==> src/rtl/dcom_buffer_loader_pkg.sv <==
// rtl/dcom_buffer_loader_pkg.sv - widths, FSM states and byte-enable helper for the buffer loader
package dcom_buffer_loader_pkg;

   localparam int ADDR_W = 12;
   localparam int DATA_W = 64;
   localparam int BE_W   = 8;
   localparam int CNT_W  = 13;

   typedef enum logic [1:0] {
      IDLE,
      WAIT_DATA,
      WRITE,
      DONE
   } state_t;

   // An all-zero final byteenable would write nothing, so it means "whole word".
   function automatic logic [BE_W-1:0] eff_last_be(input logic [BE_W-1:0] be);
      return (be == '0) ? '1 : be;
   endfunction

endpackage

==> src/rtl/dcom_buffer_loader.sv <==
// rtl/dcom_buffer_loader.sv - streams a counted run of 64-bit words into the dcom data buffer over Avalon-MM
module dcom_buffer_loader
   import dcom_buffer_loader_pkg::*;
(
   input  logic              clock_sink_clk,
   input  logic              reset_sink_reset,
   input  logic              cmd_valid,
   output logic              cmd_ready,
   input  logic [ADDR_W-1:0] cmd_start_addr,
   input  logic [CNT_W-1:0]  cmd_word_cnt,
   input  logic [BE_W-1:0]   cmd_last_be,
   input  logic              data_valid,
   output logic              data_ready,
   input  logic [DATA_W-1:0] data_word,
   output logic [ADDR_W-1:0] avm_address,
   output logic              avm_write,
   output logic [DATA_W-1:0] avm_writedata,
   output logic [BE_W-1:0]   avm_byteenable,
   input  logic              avm_waitrequest,
   input  logic              abort,
   input  logic              irq_clear,
   output logic              busy,
   output logic              done_irq,
   output logic              wrap_flag,
   output logic              aborted
);

   state_t            state;
   logic [CNT_W-1:0]  remaining;
   logic [BE_W-1:0]   last_be;
   logic              abort_pending;
   logic              stop_req;
   logic              data_fire;

   assign stop_req  = abort || abort_pending;
   // abort outranks a command offered in the same cycle
   assign cmd_ready = (state == IDLE) && (!abort || reset_sink_reset);
   // Accepting in WRITE while the current word completes keeps the bus at one word per cycle.
   assign data_ready = ((state == WAIT_DATA) && !abort) ||
                       ((state == WRITE) && !avm_waitrequest &&
                        (remaining > CNT_W'(1)) && !stop_req);
   assign data_fire = data_valid && data_ready;
   assign busy      = (state == WAIT_DATA) || (state == WRITE);

   always_ff @(posedge clock_sink_clk or posedge reset_sink_reset) begin
      if (reset_sink_reset) begin
         state          <= IDLE;
         remaining      <= '0;
         last_be        <= '0;
         abort_pending  <= 1'b0;
         avm_address    <= '0;
         avm_write      <= 1'b0;
         avm_writedata  <= '0;
         avm_byteenable <= '0;
         done_irq       <= 1'b0;
         wrap_flag      <= 1'b0;
         aborted        <= 1'b0;
      end else begin
         if (state == DONE)
            done_irq <= 1'b1;
         else if (irq_clear)
            done_irq <= 1'b0;

         case (state)
            IDLE: begin
               if (cmd_valid && cmd_ready) begin
                  avm_address   <= cmd_start_addr;
                  remaining     <= cmd_word_cnt;
                  last_be       <= eff_last_be(cmd_last_be);
                  wrap_flag     <= 1'b0;
                  aborted       <= 1'b0;
                  abort_pending <= 1'b0;
                  state         <= (cmd_word_cnt == '0) ? DONE : WAIT_DATA;
               end
            end
            WAIT_DATA: begin
               if (abort) begin
                  aborted <= 1'b1;
                  state   <= IDLE;
               end else if (data_fire) begin
                  avm_writedata  <= data_word;
                  avm_byteenable <= (remaining == CNT_W'(1)) ? last_be : '1;
                  avm_write      <= 1'b1;
                  state          <= WRITE;
               end
            end
            WRITE: begin
               if (abort)
                  abort_pending <= 1'b1;
               // A write in flight cannot be withdrawn, so abort waits for completion.
               if (!avm_waitrequest) begin
                  remaining   <= remaining - CNT_W'(1);
                  avm_address <= avm_address + ADDR_W'(1);
                  if (avm_address == '1)
                     wrap_flag <= 1'b1;
                  if (stop_req) begin
                     avm_write     <= 1'b0;
                     aborted       <= 1'b1;
                     abort_pending <= 1'b0;
                     state         <= IDLE;
                  end else if (remaining == CNT_W'(1)) begin
                     avm_write <= 1'b0;
                     state     <= DONE;
                  end else if (data_fire) begin
                     avm_writedata  <= data_word;
                     avm_byteenable <= (remaining == CNT_W'(2)) ? last_be : '1;
                  end else begin
                     avm_write <= 1'b0;
                     state     <= WAIT_DATA;
                  end
               end
            end
            DONE: begin
               state <= IDLE;
            end
            default: begin
               state <= IDLE;
            end
         endcase
      end
   end

endmodule

==> config.mk <==
export PLATFORM = sky130hd
export DESIGN_NAME = dcom_buffer_loader
export DESIGN_NICKNAME = d
export VERILOG_FILES = /design/src/rtl/dcom_buffer_loader_pkg.sv /design/src/rtl/dcom_buffer_loader.sv
export SDC_FILE = /design/constraint.sdc
export NUM_CORES = 1
export LEC_CHECK = 0
export ABC_AREA = 1
export CAP_MARGIN = 0
export CORE_ASPECT_RATIO = 0.5
export CORE_UTILIZATION = 50
export CTS_BUF_LIST = sky130_fd_sc_hd__clkbuf_4
export CTS_CLUSTER_DIAMETER = 200
export DETAILED_ROUTE_END_ITERATION = 8
export GPL_TIMING_DRIVEN = 0
export PLACE_DENSITY = 0.92
export SETUP_SLACK_MARGIN = 0.15
export SLEW_MARGIN = 15
export SYNTH_ARGS = -nofsm -noshare
export SYNTH_HDL_FRONTEND = slang
export SYNTH_SLANG_ARGS = --single-unit
==> constraint.sdc <==
create_clock -name clock_sink_clk -period 6.2 [get_ports clock_sink_clk]
set_input_delay 1.24 -clock clock_sink_clk [delete_from_list [all_inputs] [get_ports clock_sink_clk]]
set_output_delay 1.24 -clock clock_sink_clk [all_outputs]
set_load 0.02 [all_outputs]
# After elaboration in Yosys (flattened, before gate mapping)
# Cells that the tools add are included.
# word_totals
regBits,112
input_bits,104
output_inout_bits,91
word_cells,114
# op_classes
add_sub_neg,2
n_lt_le_gt_ge,1
eq_ne,18
muxes,52
n_reduce_logical,30
# op_table
operator,count
two-way mux 64 bit,5
one-hot mux 64 bit (2 select lines),1
two-way mux 8 bit,9
two-way mux 13 bit,2
one-hot mux 13 bit (2 select lines),1
two-way mux 12 bit,2
one-hot mux 12 bit (2 select lines),1
two-way mux 1 bit,17
two-way mux 2 bit,8
inequality test 2 bit (second input constant),8
one-hot mux 8 bit (2 select lines),1
AND reduction 5 bit,3
equality test 13 x 1 -> 1 bit (second input constant),1
equality test 13 x 2 -> 1 bit (second input constant),1
> comparator 13 x 1 -> 1 bit (second input constant),1
zero test 13 bit,1
subtractor 13 x 1 -> 13 bit (second input constant),1
adder 12 x 1 -> 12 bit (second input constant),1
equality test 12 bit (second input constant),1
zero test 8 bit,1
one-hot mux 2 bit (4 select lines),1
AND reduction 4 bit,2
logical AND 1 bit,7
AND reduction 7 bit,1
14 further kinds,26

# Depth between registers and ports, before layout
# Gate-level depths: netlist of run 1.
# logic_depth
ltp_word,11
mapped_depth,14
mapped_depth_nobuf,14

# Worst setup path after synthesis of run 1
# OpenSTA, ideal clock, no wires.
# synth_timing
path_type,input to output
startpoint,input port reset_sink_reset
endpoint,output port cmd_ready
t_arrival_ps,4227
required_ps,4960
path_slack_ps,733
stages,2
path_buffers,0
path_cell_list,inv_1 > a21oi_1
# synth_via
elab_chain_cells,2
# synth_rtl
element,line,source
"start, declared",dcom_buffer_loader.sv:6,"input logic reset_sink_reset,"
logical OR 1 bit,dcom_buffer_loader.sv:37,assign cmd_ready = (state == IDLE) && (!abort || reset_sink_reset);
logical AND 1 bit,dcom_buffer_loader.sv:37,
"end, declared",dcom_buffer_loader.sv:8,"output logic cmd_ready,"
# No other way between the ends.

# Worst setup path in the final report of run 1
# layout_timing
startpoint,input port abort
endpoint,output port data_ready
# layout_via
elab_chain_cells,4
elab_cells_between_ends,6
cone_classes,reduce/logical (6)
# layout_rtl
element,line,source
"start, declared",dcom_buffer_loader.sv:20,"input logic abort,"
logical OR 1 bit,dcom_buffer_loader.sv:35,assign stop_req = abort || abort_pending;
zero test 1 bit,dcom_buffer_loader.sv:41,(remaining > CNT_W'(1)) && !stop_req);
logical AND 1 bit,dcom_buffer_loader.sv:41,
logical OR 1 bit *,dcom_buffer_loader.sv:39,assign data_ready = ((state == WAIT_DATA) && !abort) ||
"end, declared",dcom_buffer_loader.sv:13,"output logic data_ready,"
# Mark *: on every way between the ends. The rest lies on a longest branch, timed or not.

==> summary.md, run 1 <==
| Metric | Value |
|---|---|
| Initial core utilization | between 50% and 60% |
| CTS tree | built |
| # clock sinks | 112 |
| CP Max Fanout | 5 |
| Syn avg cell area | 8.59 um^2 |
| Cts bufs inserted | 9 |
| Max-slew violation count | 0 |
| Int Pwr | 2170 uW |
| Critical Path Max Stage Delay | 620 ps |
| Layout cells sized above 1 | between 10% and 20% |
| Arr. time, crit path | 3130 ps |
| CP bufs+invs | 3 |
| EDFF count, synth | 0 |
| CP Data Required Time | 4960 ps |
| Most frequent cells in the layout | clkdlybuf4s50_1, nand2_1, dfrtp_1 |
| Io pins | 195 |
| Met3 Routed Length | ~900 um |
| Layout area overhead | 39.9% |
| Post-CTS setup buffers | 0 |
| Reg power frac | 34.3% |
| Asr flop ratio synth | 100% |
| Post-synth cell types | 39 |
| Ys Warns | 0 |
| Max clock buf depth | 2 |
| Hold/Removal Path Class | reg -> reg |
| Main flop type after synthesis | dfrtp_1 |
| Antenna violations before repair | 0 |
| Initial drt markers | 463 |
| H-tree levels | 3 |
| Post-Synthesis Net Count | between 700 and 800 |
| Critical path class | in -> out |
| # DRC | 0 |
| Status | completed |
| Worst Setup End Kind | output pin |
| DRT antenna net count | 0 |
| Clock network power share | 10.4% |
| Crit-path cells | clkdlybuf4s50_1 -> nor2_2 -> inv_2 -> or2_0 -> a21oi_2 -> nand2_2 -> nand2_4 -> clkdlybuf4s50_1 |
| Flops & latches, synth | between 100 and 150 |
| Pwr/cell area | 473 nW/um^2 |
| P_sw | 1660 uW |
| Final Wtd Congestion | 0.955 |
| Worst Skew | 11.0 ps |
| # rows | 27 |
| Die footprint | 12,000 um^2 |
| N_diodes | 0 |
| Area of the core | 11,100 um^2 |
| Static Leak | 0.00384 uW |
| Routed wire length | 15.5 mm |
| Max Cap Viol | 0 |
| Comb pwr share | 55.3% |
| Final core occ | 72.7% |
| Crit path launch type | primary input |
| Post-CTS Hold Buffers | 0 |
| Final setup vio count | 0 |
| Crit share post-route | 70.6% |
| Most frequent CP cell | clkdlybuf4s50_1 |
| Mapped Area | 5790 um^2 |
| First-pass GRT wire length | 25.4 mm |
| Buffers on Ports | 194 |
| CTS root buf | clkbuf_4 |
| 1st-pass router iterations | 5 |
| Worst vdd ir | 0.000280 V |
| Met1 WL | 6.18 mm |
| Placement Setup Slack | ~1900 ps |
| GRT Util Overall | 26.6% |
| Skew-Pair Late Insertion Delay | 480 ps |
| Reg clk slew, reported paths | around 150 ps |
| Sequential cell area fraction in the yosys report | around half |
| GR Overflow Total | 0 |
| Met2 Wirelength | 7.94 mm |
| Mapped Cells | just under 700 |
| Top achievable clock speed | 229 MHz |
| Top Family by Delay on Critical Path | buffers and inverters |
| Highest routed layer | met4 |
| Switching Share | 43.4% |
| Final worst slack | 1830 ps |
| Via count | 5,353 |
| Most common cell after layout, fill and taps aside | clkdlybuf4s50_1 |
| Crit-path slowest cell | clkdlybuf4s50_1 |
| Via/cell ratio | 5.20 |
| RSZ-0062 raised after global routing | false |
| Die H | 78.1 um |
| Dpl hpwl | ~12 mm |
| Slew headroom | 51.0% |
| Setup TNS | 0 ps |
| Final hold violations | 0 |
| Post-DR wirelength/cell | 15.0 um |
| Final Critical Period | about 4400 ps |
| Pin slew with the least headroom to its limit | 733 ps |
| Largest net degree at the start of global routing | 73 |
| DIE WIDTH | 154 um |
| Vias in the first global route | 5,313 |
| Final nets | 992 |
| Post-cts resize count | 0 |
## area by class of cell
type / instances / area [um^2]
fillers: 834 / 3050
flip-flops and latches: 112 / 2800
multi-input cells: 433 / 2360
repair buffers: 195 / 1970
inverters: 100 / 380
plain buffers: 29 / 258
well taps: 145 / 181
clock inverters: 7 / 85.1
clock buffers: 9 / 67.6
## cell families after synthesis
family,after synthesis,synth area share [%]
buf+inv,129,10.9
compound gates,162,18.7
xor+xnor,5,0.756
flops,112,48.4
fa+ha+maj,8,1.73
simple gates,258,19.5
## Yosys cell counts, types with 2 or more instances
cell / count / area, um^2
nor2_4: 2 / 22.5
nor2_2: 4 / 25.0
a31oi_1: 7 / 43.8
o21ai_2: 60 / 526
buf_2: 4 / 20.0
o21ai_1: 5 / 25.0
o21ai_0: 54 / 270
o22ai_1: 7 / 43.8
nand3_1: 13 / 65.1
buf_4: 2 / 15.0
nand4_1: 5 / 31.3
inv_1: 96 / 360
a2bb2oi_1: 3 / 26.3
inv_2: 4 / 15.0
ha_1: 8 / 100
nor3_1: 6 / 30.0
buf_6: 8 / 90.1
xor2_1: 5 / 43.8
nor4_1: 4 / 25.0
a21oi_1: 21 / 105
or2_2: 2 / 12.5
nand2_4: 2 / 22.5
nand2_1: 153 / 574
buf_12: 4 / 80.1
clkbuf_1: 10 / 37.5
dfrtp_1: 112 / 2800
nand2_2: 17 / 106
nor2_1: 45 / 169
## metal layers
layer	GRT usage (%)	vias to the layer above
li1	-	2558
met1	32.0	2524
met2	47.7	224
met3	4.75	47
met4	10.6	0
met5	0	-
## flip-flops by register name, indices dropped and copies added, names as in the netlist
register,cells
last_be,8
abort_pending,1
avm_address,12
aborted,1
avm_writedata,64
remaining,13
done_irq,1
avm_write,1
state,2
wrap_flag,1
avm_byteenable,8
## power groups by stage
stage / sequential, uW / combinational, uW / clock [uW]
2_1_floorplan: 1610 / 930 / 0
3_3_place_gp: 1300 / 2040 / 0
3_5_place_dp: 1330 / 2110 / 0
4_1_cts: 1310 / 2130 / 405
5_1_grt: 1360 / 2300 / 437
6_report: 1320 / 2120 / 398
## worst paths after layout
kind,startpoint,endpoint,slack (ps),depth (start not counted)
max reg2reg,state[0],abort_pending,3880,9
min reg2reg,avm_byteenable[5],avm_byteenable[5],500,2
min in group asynchronous,reset_sink_reset,avm_address[7],1120,2
max in group asynchronous,reset_sink_reset,avm_writedata[49],4380,3
max,abort,data_ready,1830,8
min,avm_byteenable[5],avm_byteenable[5],500,2
## worst register-to-register path, delay by kind of cell, from the launching register on
family | cells | cell delay, ps
DFF | 1 | 430
adders and majority gates | 1 | 190
AOI/OAI and AO/OA | 1 | 220
and+or+nand+nor | 2 | 190
buffers and inverters | 5 | 1200
## stage by stage
step                hold WS (ps)  cells  total power (uW)  cell area (um^2)
floorplan                    464    674              2540              5790
global placement             455   1013              3340              7920
detailed placement           466   1014              3440              7950
CTS                          501   1030              3840              8100
global route                 522   1030              4090              8100
finish                       496   1030              3830              8100
No activity file was read; power rests on OpenSTA's default activity.
==> run 2: changes to the inputs <==
--- a/config.mk
+++ b/config.mk
@@ -8,12 +8,12 @@
 export ABC_AREA = 1
 export CAP_MARGIN = 0
 export CORE_ASPECT_RATIO = 0.5
-export CORE_UTILIZATION = 50
+export CORE_UTILIZATION = 48
 export CTS_BUF_LIST = sky130_fd_sc_hd__clkbuf_4
 export CTS_CLUSTER_DIAMETER = 200
 export DETAILED_ROUTE_END_ITERATION = 8
 export GPL_TIMING_DRIVEN = 0
-export PLACE_DENSITY = 0.92
+export PLACE_DENSITY = 0.89
 export SETUP_SLACK_MARGIN = 0.15
 export SLEW_MARGIN = 15
 export SYNTH_ARGS = -nofsm -noshare
==> constraint.sdc (replaced) <==
create_clock -name clock_sink_clk -period 4.6 [get_ports clock_sink_clk]
set_input_delay 0.92 -clock clock_sink_clk [delete_from_list [all_inputs] [get_ports clock_sink_clk]]
set_output_delay 0.92 -clock clock_sink_clk [all_outputs]
set_load 0.02 [all_outputs]
==> run 2 against run 1 <==
Net effect: combinational power increased by 34%; clock power is 38% higher; core utilization decreased by 0.35 points; count of clock-buffer cells in the layout did not move; non-clock buffer count rose by 3; critical endpoint is now cmd_ready; largest cell class unchanged.
==> summary.md, run 2 (synthesis results as in run 1) <==
| Metric | Value |
|---|---|
| Top Family by Delay on Critical Path | buffers and inverters |
| Area of the core | 11,400 um^2 |
| CTS tree | built |
| # clock sinks | 112 |
| First-pass GRT wire length | ~25 mm |
| Largest net degree at the start of global routing | 34 |
| Skew-Pair Late Insertion Delay | 470 ps |
| Pwr/cell area | 630 nW/um^2 |
| Post-DR wirelength/cell | 14.9 um |
| Final Wtd Congestion | approximately 0.93 |
| Top achievable clock speed | 237 MHz |
| Crit-path slowest cell | clkdlybuf4s50_1 |
| # rows | 27 |
| Overall Power | 5170 uW |
| Layout area overhead | 41.7% |
| Antenna violations before repair | 0 |
| RSZ-0062 raised after global routing | false |
| Largest regs | avm_writedata (64), remaining (13), avm_address (12) |
| Die footprint | approximately 13,000 um^2 |
| Placed cell count | ~1,000 |
| Global-route met3 utilization | under 10% |
| Via/cell ratio | 5.08 |
| Io pins | just under 200 |
| H-tree levels | 3 |
| Crit share post-route | about 92% |
| Max Cap Viol | 0 |
| # DRC | 0 |
| Finished Layout Cells | 1,048 |
| Met2 Use GR | 44.4% |
| Die H | 79.7 um |
| Worst Setup End Kind | output pin |
| Most frequent cells in the layout | clkdlybuf4s50_1, nand2_1, dfrtp_1 |
| Buffers on Ports | 194 |
| Static Leak | roughly 0.0039 uW |
| Reg clk slew, reported paths | 150 ps |
| Met1 GRT Util | between 30% and 40% |
| Layout cells sized above 1 | between 15 and 20% |
| Post-CTS setup buffers | 0 |
| DIE WIDTH | 157 um |
| CTS root buf | clkbuf_4 |
| Arr. time, crit path | 3300 ps |
| Max clock buf depth | 2 |
| Post-cts resize count | 0 |
| Post-CTS Hold Buffers | 0 |
| Pin slew with the least headroom to its limit | 789 ps |
| Critical path class | in -> out |
| Fill cell count | ~860 |
| Final setup vio count | 0 |
| Max reg flops | 64 |
| Placement Setup Slack | about 280 ps |
| Via count | 5,325 |
| Critical Path Max Stage Delay | 650 ps |
| Routed wire length | 15.6 mm |
| Worst Skew | 20.5 ps |
| GR Overflow Total | 0 |
| Global route hottest layer | met2 |
| Initial drt markers | 369 |
| Max-slew violation count | 0 |
| Slew headroom | 47.3% |
| Dpl hpwl | between 10 and 15 mm |
| Most common cell after layout, fill and taps aside | clkdlybuf4s50_1 |
| Crit-path cells | clkdlybuf4s50_1 -> clkinvlp_4 -> buf_16 -> buf_16 -> a21oi_1 -> clkdlybuf4s50_1 |
| Hold/Removal Path Class | reg -> reg |
| DRT antenna net count | 0 |
| Crit path launch type | primary input |
| 1st-pass router iterations | 5 |
| Final hold violations | 0 |
| N_diodes | 0 |
| Final Critical Period | around 4200 ps |
| Vias in the first global route | around 5,200 |
| Status | completed |
| CP bufs+invs | 5 |
| Worst vdd ir | 0.000323 V |
| Final worst slack | 384 ps |
| CP Max Fanout | 22 |
| Cts bufs inserted | 9 |
| CP Data Required Time | 3680 ps |
| Initial core utilization | 51.0% |
| Most flops, register | avm_writedata |
| Final nets | 996 |
| GRT Util Overall | 25.5% |
## run 2: cell types whose count changed in the layout (fill, tap and decap cells not counted), moves of 2 or more
cell and delta:
clkinv_1 -2, clkinvlp_4 +3, clkinv_4 +2, inv_6 -2
buf_16 +2
## run 2: final cells by class
cell class                      count  area (um^2)  share of cell area [%]
Timing Repair Buffer              198         2040                    24.9
Inverter                          100          379                    4.62
Buffer                             29          258                    3.14
Multi-Input combinational cell    433         2360                    28.7
Clock inverter                      7         96.3                    1.17
Tap cell                          159          199                    2.42
Sequential cell                   112         2800                    34.1
Timing Repair inverter              1         5.00                  0.0610
Clock buffer                        9         67.6                   0.823
## run 2: path summary, 6_finish.rpt
| check | depth (start not counted) | startpoint | slack, ps | to |
|---|---|---|---|---|
| min | 2 | avm_byteenable[3] | 490 | avm_byteenable[3] |
| max in group asynchronous | 4 | reset_sink_reset | 3100 | avm_byteenable[0] |
| max reg2reg | 12 | state[0] | 2270 | avm_address[9] |
| min reg2reg | 2 | avm_byteenable[3] | 490 | avm_byteenable[3] |
| min in group asynchronous | 2 | reset_sink_reset | 900 | avm_writedata[60] |
| max | 6 | reset_sink_reset | 380 | cmd_ready |
## run 2: metrics by stage
stage | area, um^2 | setup TNS (ps) | hold slack [ps] | utilization (%)
final | 8210 | 0 | 493 | 72.3
after global routing | 8210 | 0 | 521 | 72.3
after CTS | 8200 | 0 | 496 | 72.3
after detailed placement | 8040 | 0 | 460 | 70.8
after global placement | 7940 | -33390 | 456 | 69.9
after floorplan | 5800 | 0 | 464 | -
## run 2: routing by layer
layer  up-vias  share of wire [%]
met5         -                  0
met4         0                2.6
met3        44                6.3
met2       224                 51
met1      2488                 41
li1       2569                  -
## run 2: worst reg2reg max path, cell delays in order, from the launching register on
cell	delay (ps)
dfrtp_1	450
inv_1	110
ha_1	250
inv_1	120
a21oi_1	240
nand2_1	130
o21ai_0	90
nand2_1	200
inv_2	220
buf_4	220
o21ai_0	100
o21ai_0	80
inv_1	50
## run 2: power breakdown
group | internal (uW) | switching, uW
Sequential | 1440 | 329
Combinational | 1270 | 1580
Clock | 220 | 329
Total | 2930 | 2240
==> run 3: changes to the inputs <==
--- a/config.mk
+++ b/config.mk
@@ -13,9 +13,10 @@
 export CTS_CLUSTER_DIAMETER = 200
 export DETAILED_ROUTE_END_ITERATION = 8
 export GPL_TIMING_DRIVEN = 0
+export MAX_ROUTING_LAYER = met4
 export PLACE_DENSITY = 0.89
 export SETUP_SLACK_MARGIN = 0.15
-export SLEW_MARGIN = 15
+export SLEW_MARGIN = 20
 export SYNTH_ARGS = -nofsm -noshare
 export SYNTH_HDL_FRONTEND = slang
 export SYNTH_SLANG_ARGS = --single-unit
==> run 3 against run 2 <==
Net effect: fmax increased by 3.2%; first-iteration DRC count is 10% higher; hold slack improved by 1.1 ps; sequential share of layout area is 0.22 points higher; worst setup slack gained 130 ps; wire length shrank 1.6%; count of clock-buffer cells in the layout stayed put; total power fell by 1.6%; via count fell by 0.51%; critical path type unchanged; largest power group unchanged; critical endpoint unchanged.
==> summary.md, run 3 (synthesis results as in run 1) <==
| Metric | Value |
|---|---|
| Routed wire length | approximately 15 mm |
| Status | completed |
| Initial drt markers | just over 400 |
| Arr. time, crit path | 3170 ps |
| Die footprint | about 13,000 um^2 |
| Crit-path cells | clkdlybuf4s50_1 -> clkinvlp_4 -> buf_16 -> a21oi_1 -> clkdlybuf4s50_1 |
| Vias in the first global route | around 5,200 |
| Max Cap Viol | 0 |
| Top Family by Delay on Critical Path | buffers and inverters |
| Fin area | 8160 um^2 |
| Via/cell ratio | 5.06 |
| Reg clk slew, reported paths | 160 ps |
| Internal reg-to-reg setup slack | 2230 ps |
| # clock sinks | 112 |
| Via count | 5,298 |
| Worst Setup End Kind | output pin |
| Crit path launch type | primary input |
| Final Wtd Congestion | 0.942 |
| Critical path class | in -> out |
| DIE WIDTH | between 150 and 200 um |
| Critical Path Max Stage Delay | 650 ps |
| Most frequent cells in the layout | clkdlybuf4s50_1, nand2_1, dfrtp_1 |
| CP Data Required Time | 3680 ps |
| Final hold violations | 0 |
| Final Critical Period | around 4000 ps |
| First-pass GRT wire length | 24.9 mm |
| Post-CTS setup buffers | 0 |
| Largest regs | avm_writedata (64), remaining (13), avm_address (12) |
| Global route hottest layer | met2 |
| # DRC | 0 |
| Buffers on Ports | 194 |
| Global-route met3 utilization | 4.72% |
| Setup TNS | 0 ps |
| Die H | 79.7 um |
| CP Max Fanout | 22 |
| Dpl hpwl | 12.0 mm |
| Worst Skew | 17.3 ps |
| CP bufs+invs | 4 |
| GRT Util Overall | 26.4% |
| Skew-Pair Late Insertion Delay | 480 ps |
| Layout cells sized above 1 | 15.2% |
| Post-cts resize count | 0 |
| Most common cell after layout, fill and taps aside | clkdlybuf4s50_1 |
| CTS tree | built |
| Area of the core | 11,400 um^2 |
| Met2 Use GR | 44.2% |
| Initial core utilization | between 50 and 60% |
| Pwr/cell area | roughly 620 nW/um^2 |
| Static Leak | between 0.003 and 0.004 uW |
| Crit-path slowest cell | clkdlybuf4s50_1 |
| Slew headroom | 47.4% |
| Post-DR wirelength/cell | ~15 um |
| GR Overflow Total | 0 |
| # rows | 27 |
| CTS root buf | clkbuf_4 |
| DRT antenna net count | 0 |
| Hold slack | between 400 and 500 ps |
| Cts bufs inserted | 9 |
| Finished Layout Cells | 1,048 |
| Max clock buf depth | 2 |
| Final setup vio count | 0 |
| Final core occ | 71.8% |
| Most frequent CP cell | clkdlybuf4s50_1 |
| H-tree levels | 3 |
| 1st-pass router iterations | 5 |
| Top achievable clock speed | 245 MHz |
| Pin slew with the least headroom to its limit | about 790 ps |
| Met1 GRT Util | 32.3% |
| Io pins | about 200 |
| Most flops, register | avm_writedata |
| RSZ-0062 raised after global routing | false |
| Max-slew violation count | 0 |
| Final nets | 995 |
| Hold/Removal Path Class | reg -> reg |
| Worst vdd ir | 0.000331 V |
| Antenna violations before repair | 0 |
| DP Area | 8030 um^2 |
| Largest net degree at the start of global routing | 32 |
| Max reg flops | between 60 and 70 |
| Placed cell count | roughly 1,000 |
| Post-CTS Hold Buffers | 0 |
| Layout area overhead | 40.8% |
| Crit share post-route | 88.8% |
run 3: cell types whose count changed in the layout (fill, tap and decap cells not counted):
cell	change
buf_12	+1
buf_16	-1
bufinv_16	-2
clkinv_1	-1
clkinv_2	+2
clkinvlp_2	-1
clkinvlp_4	-2
diode_2	+1
inv_6	+3
run 3: power by group:
group / switching [uW] / internal [uW]
sequential: 327 / 1440
combinational: 1580 / 1270
clock: 347 / 118
run 3: final timing paths:
kind,end,start,cells past startpoint
max in group asynchronous,avm_writedata[17],reset_sink_reset,4
min reg2reg,avm_byteenable[1],avm_byteenable[1],2
max reg2reg,avm_address[9],state[0],12
min in group asynchronous,avm_writedata[42],reset_sink_reset,2
max,cmd_ready,reset_sink_reset,5
min,avm_byteenable[1],avm_byteenable[1],2
run 3: tightest hold or removal path: cells and delay by family (launching register included):
family,cells,cell delay (ps)
AND/OR/NAND/NOR,2,110
flip-flops,1,380
run 3: metal layers:
| layer | wire (um) | part of all wire [%] | vias up |
|---|---|---|---|
| met5 | 0 | 0 | - |
| met4 | 468 | 3.1 | 0 |
| met3 | 851 | 5.5 | 46 |
| met2 | 7700 | 50 | 213 |
| met1 | 6320 | 41 | 2474 |
| li1 | - | - | 2565 |
run 3: stage by stage:
stage / power [uW] / worst slack, ps
floorplan: 3420 / 316
global placement: 4510 / -1400
detailed placement: 4640 / 468
CTS: 5100 / 477
global route: 5440 / 327
finish: 5090 / 514
run 3: layout make-up:
| class | count | area, um^2 |
|---|---|---|
| diodes | 1 | 2.50 |
| plain buffers | 29 | 258 |
| clock buffers | 9 | 67.6 |
| clock inverters | 7 | 53.8 |
| fillers | 881 | 3200 |
| inverters | 100 | 379 |
| multi-input cells | 433 | 2360 |
| flip-flops and latches | 112 | 2800 |
| well taps | 159 | 199 |
| repair buffers | 198 | 2040 |
